File: config.mk
export PLATFORM = sky130hd
export DESIGN_NAME = regfile_write_arbiter
export DESIGN_NICKNAME = d
export VERILOG_FILES = /design/src/rtl/regfile_write_arbiter.sv
export SDC_FILE = /design/constraint.sdc
export NUM_CORES = 1
export LEC_CHECK = 0
export ABC_AREA = 1
export CORE_ASPECT_RATIO = 2
export CORE_MARGIN = 8
export CORE_UTILIZATION = 42
export CTS_CLUSTER_SIZE = 30
export DETAILED_ROUTE_END_ITERATION = 8
export PLACE_DENSITY = 0.84
export SETUP_SLACK_MARGIN = 0.4
export SLEW_MARGIN = 20
export SYNTH_ARGS = -nofsm -noshare
export SYNTH_HDL_FRONTEND = slang
export SYNTH_SLANG_ARGS = --single-unit
File: constraint.sdc
create_clock -name CLK -period 1.9 [get_ports CLK]
set_input_delay 0.38 -clock CLK [delete_from_list [all_inputs] [get_ports CLK]]
set_output_delay 0.38 -clock CLK [all_outputs]
set_load 0.01 [all_outputs]
File: src/rtl/regfile_write_arbiter.sv
// Round-robin arbiter sharing the register bank write port between the
// datapath writeback (A) and the load/debug path (B); registered output stage.
module regfile_write_arbiter #(
  parameter int unsigned NREGS = 32,
  parameter int unsigned WIDTH = 32,
  parameter int unsigned AW    = 5
) (
  input  logic             CLK,
  input  logic             reset_n,
  input  logic             hold,
  input  logic             a_valid,
  input  logic [AW-1:0]    a_addr,
  input  logic [WIDTH-1:0] a_data,
  output logic             a_ready,
  input  logic             b_valid,
  input  logic [AW-1:0]    b_addr,
  input  logic [WIDTH-1:0] b_data,
  output logic             b_ready,
  output logic             enabled,
  output logic [NREGS-1:0] addressed,
  output logic [WIDTH-1:0] write,
  output logic             last_grant,
  output logic             addr_err,
  output logic [15:0]      wr_count
);

  localparam int unsigned CW = 16;

  logic             grant_a_c;
  logic             grant_b_c;
  logic             xfer_c;
  logic [AW-1:0]    sel_addr_c;
  logic [WIDTH-1:0] sel_data_c;
  logic             in_range_c;
  logic             wr_en_c;

  // Both valid: the side that did not win last time gets the port.
  always_comb begin
    grant_a_c = 1'b0;
    grant_b_c = 1'b0;
    if (!hold) begin
      grant_a_c = a_valid && (!b_valid || last_grant);
      grant_b_c = b_valid && (!a_valid || !last_grant);
    end
  end

  assign a_ready = grant_a_c;
  assign b_ready = grant_b_c;

  always_comb begin
    xfer_c     = grant_a_c || grant_b_c;
    sel_addr_c = grant_b_c ? b_addr : a_addr;
    sel_data_c = grant_b_c ? b_data : a_data;
    in_range_c = 32'(sel_addr_c) < NREGS;
    // R0 and out-of-range targets are accepted but never reach the bank.
    wr_en_c    = xfer_c && in_range_c && (sel_addr_c != AW'(0));
  end

  always_ff @(posedge CLK or negedge reset_n) begin
    if (!reset_n) begin
      enabled    <= 1'b0;
      addressed  <= '0;
      write      <= '0;
      last_grant <= 1'b1;
      addr_err   <= 1'b0;
      wr_count   <= '0;
    end else begin
      enabled   <= wr_en_c;
      addressed <= wr_en_c ? (NREGS'(1) << sel_addr_c) : '0;
      if (xfer_c) begin
        write      <= sel_data_c;
        last_grant <= grant_b_c;
      end
      if (xfer_c && !in_range_c) begin
        addr_err <= 1'b1;
      end
      if (wr_en_c) begin
        wr_count <= wr_count + CW'(1);
      end
    end
  end

endmodule

==> metrics.md <==
| Metric | Value |
|---|---|
| Final worst-path cycle share | `93.72%` |
| Fill cells | `543` |
| Initial antenna violation count | `0` |
| Commonest non-fill, non-tap cell in the layout | `nand2_1` |
| GRT overflow | `0` |
| CP required | `roughly 2.2 ns` |
| Status | `finished, final reports clean` |
| Cts bufs inserted | `9` |
| CTS root buf | `clkbuf_16` |
| DR vias/cell | `about 5.3` |
| Count of final setup violators | `0` |
| Max-Cap Viols | `0` |
| Slew @ Worst Pin | `0.5271 ns` |
| First-pass detailed-route iteration total | `5` |
| CP arrival | `2.04 ns` |
| Mean area per synthesized cell | `8.280 um^2` |
| DR vias | `slightly above 4000` |
| Clock slew at reported path FFs | `about 0.06 ns` |
| Placer Congestion | `roughly 0.86` |
| Hold Crit Class | `in2async` |
| DR DRC count | `0` |
| Post-DP HPWL | `8308 um` |
| Commonest cells after routing, fill and taps aside | `nand2_1, dlygate4sd2_1, dfrtp_1, clkdlybuf4s50_1, nor2_1` |
| Core area | `just under 0.009 mm^2` |
| Most frequent CP cell | `buf_6` |
| Worst path slowest cell | `dfstp_2` |
| Critical path class | `reg2reg` |
| Synth warnings | `0` |
| Die height | `approximately 150 um` |
| Part of the Yosys area used for sequential elements | `54.50%` |
| Post-synth cell types | `28` |
| Critical Path Max Stage Delay | `around 0.57 ns` |
| Skew final | `between 0.008 and 0.009 ns` |
| H-tree Lvls | `3` |
| Wire per inst | `about 19 um` |
| Clk Latency, worst-skew pair | `0.34 ns` |
| Remaining antenna violation count after routing | `0` |
| RSZ-0062 raised after global routing | `yes` |
| Critical Path End Type | `flop` |
| Port buffer count | `162` |
| Die area | `between 0.01 and 0.015 mm^2` |
| Largest net degree at the start of global routing | `44` |
| First-pass GRT wire length | `between 20000 and 25000 um` |
| Tmin final | `1.781 ns` |
| Startpoint Class | `flop` |
| Worst-path cell chain | `nand2_4 -> buf_6 -> nand3b_1 -> nand2_8 -> nand4_1 -> buf_6 -> nand3_4 -> nor2_2` |
| Worst slew margin | `about two thirds` |
| Share of cells above drive strength 1 | `roughly 30%` |
| Total track usage | `22.03%` |
| Final hold vios | `0` |
| Worst hold slack | `between 0.02 and 0.025 ns` |
| Pwr dens | `between 800 and 900 mW/mm^2` |
| Main synth FF type | `dfrtp_1` |
| Rows | `49` |
| Post-Syn Area | `between 0.003 and 0.004 mm^2` |
| Synth Instances | `~460` |
| Area Overhead vs Synth | `85.32%` |
| Leakage power | `~3.3 nW` |
| #FFs+latches synth | `82` |
| EDFF count, synth | `0` |
| Layout Utilization | `between 70% and 80%` |
| Max Slew Vio Count | `0` |
| Hold Buf Count CTS | `0` |
| CTS Buffer Depth | `2` |
| TritonCTS clock tree | `done` |
| # diodes | `0` |
| Initial Utilization | `approximately 43%` |
| Synth async-reset ratio | `between 90% and 100%` |
| I/O pin count | `approximately 160` |
| Setup TNS | `0 ns` |
| Vias in the first global route | `between 4000 and 5000` |
| Highest clock rate | `between 0.5 and 0.6 GHz` |
| Die W | `slightly above 80 um` |
| Sink Count | `82` |
| Max FO, Critical Path | `7` |
| Max IR drop VDD | `724.8 uV` |
| Fin nets | `approximately 740` |
| Drt total wl | `14470 um` |
| Initial drt markers | `205` |
kinds of logic (layout without fill, tap and decap cells):
logic type               after synthesis  after routing  synth area share [%]
AO/OA/AOI/OAI                         37             37                 6.343
AND/OR/NAND/NOR                      270            272                 29.39
flip-flops                            82             82                 54.50
other                                  1              2               0.09954
adder cells (fa/ha/maj)                1              1                0.3321
buffers and inverters                 53            257                 6.775
XOR/XNOR                              11             11                 2.557
flip-flops by register name, summed over array words and instances, names as in the netlist:
name / count
addressed: 32
enabled: 1
last_grant: 1
wr_count: 16
write: 32
power breakdown:
part / total (mW) / leakage, nW / internal, mW / switching (mW)
clock: 1.83 / 0.151 / 1.17 / 0.662
sequential: 2.14 / 1.03 / 1.96 / 0.182
combinational: 1.79 / 2.11 / 0.863 / 0.925
total: 5.76 / 3.29 / 4.00 / 1.77
per-stage QoR:
stage,setup WS (ns),cells,power (mW),area [um^2]
3_3_place_gp,-0.1809,721,3.535,5710
6_report,0.1193,764,5.764,6982
5_1_grt,0.04966,764,5.994,6982
3_5_place_dp,-0.2458,721,3.560,5710
2_1_floorplan,0.2881,456,2.736,3871
4_1_cts,0.2101,762,5.593,6738
final timing paths:
| kind | start | to | slack, ns | cells after the start |
|---|---|---|---|---|
| worst max-delay path | last_grant$_DFFE_PN1P_ | addressed[15]$_DFF_PN0_ | 0.12 | 8 |
| worst min-delay path | reset_n | write[10]$_DFFE_PN0P_ | 0.02 | 1 |
| worst max register to register | last_grant$_DFFE_PN1P_ | addressed[15]$_DFF_PN0_ | 0.12 | 8 |
| worst min register to register | wr_count[13]$_DFFE_PN0P_ | wr_count[13]$_DFFE_PN0P_ | 0.51 | 2 |
| max in group asynchronous | reset_n | wr_count[0]$_DFFE_PN0P_ | 1.25 | 2 |
| min in group CLK | wr_count[13]$_DFFE_PN0P_ | wr_count[13]$_DFFE_PN0P_ | 0.51 | 2 |
synthesized netlist by cell type, types with 3 or more instances:
cell / count / area share (%)
nand2_1: 143 / 14
a31oi_1: 32 / 5.3
nand3_2: 3 / 0.80
nand3_1: 27 / 3.6
nor3_1: 3 / 0.40
buf_6: 5 / 1.5
dfrtp_1: 81 / 54
xnor2_1: 4 / 0.93
buf_2: 9 / 1.2
nand2_2: 3 / 0.50
nand4_1: 4 / 0.66
nor2_1: 82 / 8.2
clkbuf_1: 6 / 0.60
inv_1: 29 / 2.9
xor2_1: 7 / 1.6
worst max-delay path, delay by kind of cell (launching register included):
family / cells / cell delay [ns]
AND/OR/NAND/NOR: 6 / 0.86
flip-flops: 1 / 0.57
buffers and inverters: 2 / 0.27
per-layer routing:
metal  wire (um)  global-route usage [%]  part of all wire (%)
met2        7550                   36.88                    52
met4         340                   8.850                   2.4
met5           0                       0                     0
met1        5188                   24.08                    36
met3        1387                   9.046                   9.6
repair_timing:
action                     CTS  global route
resized for setup          230            53
hold endpoints to repair     0             0
setup buffers               19             2
setup endpoints to repair  164            86
pin swaps                   62            21
gates cloned                 8             0
layout make-up:
cell class / count / area (um^2) / share of cell area (%)
multi-input combinational: 323 / 2180 / 31.22
clock inverter: 3 / 65.06 / 0.9319
clock buffer: 11 / 242.7 / 3.477
inverter: 31 / 142.6 / 2.043
sequential: 82 / 2058 / 29.48
timing repair buffer: 212 / 2166 / 31.02
tap: 102 / 127.6 / 1.828
Power figures use the tool's default switching activity.
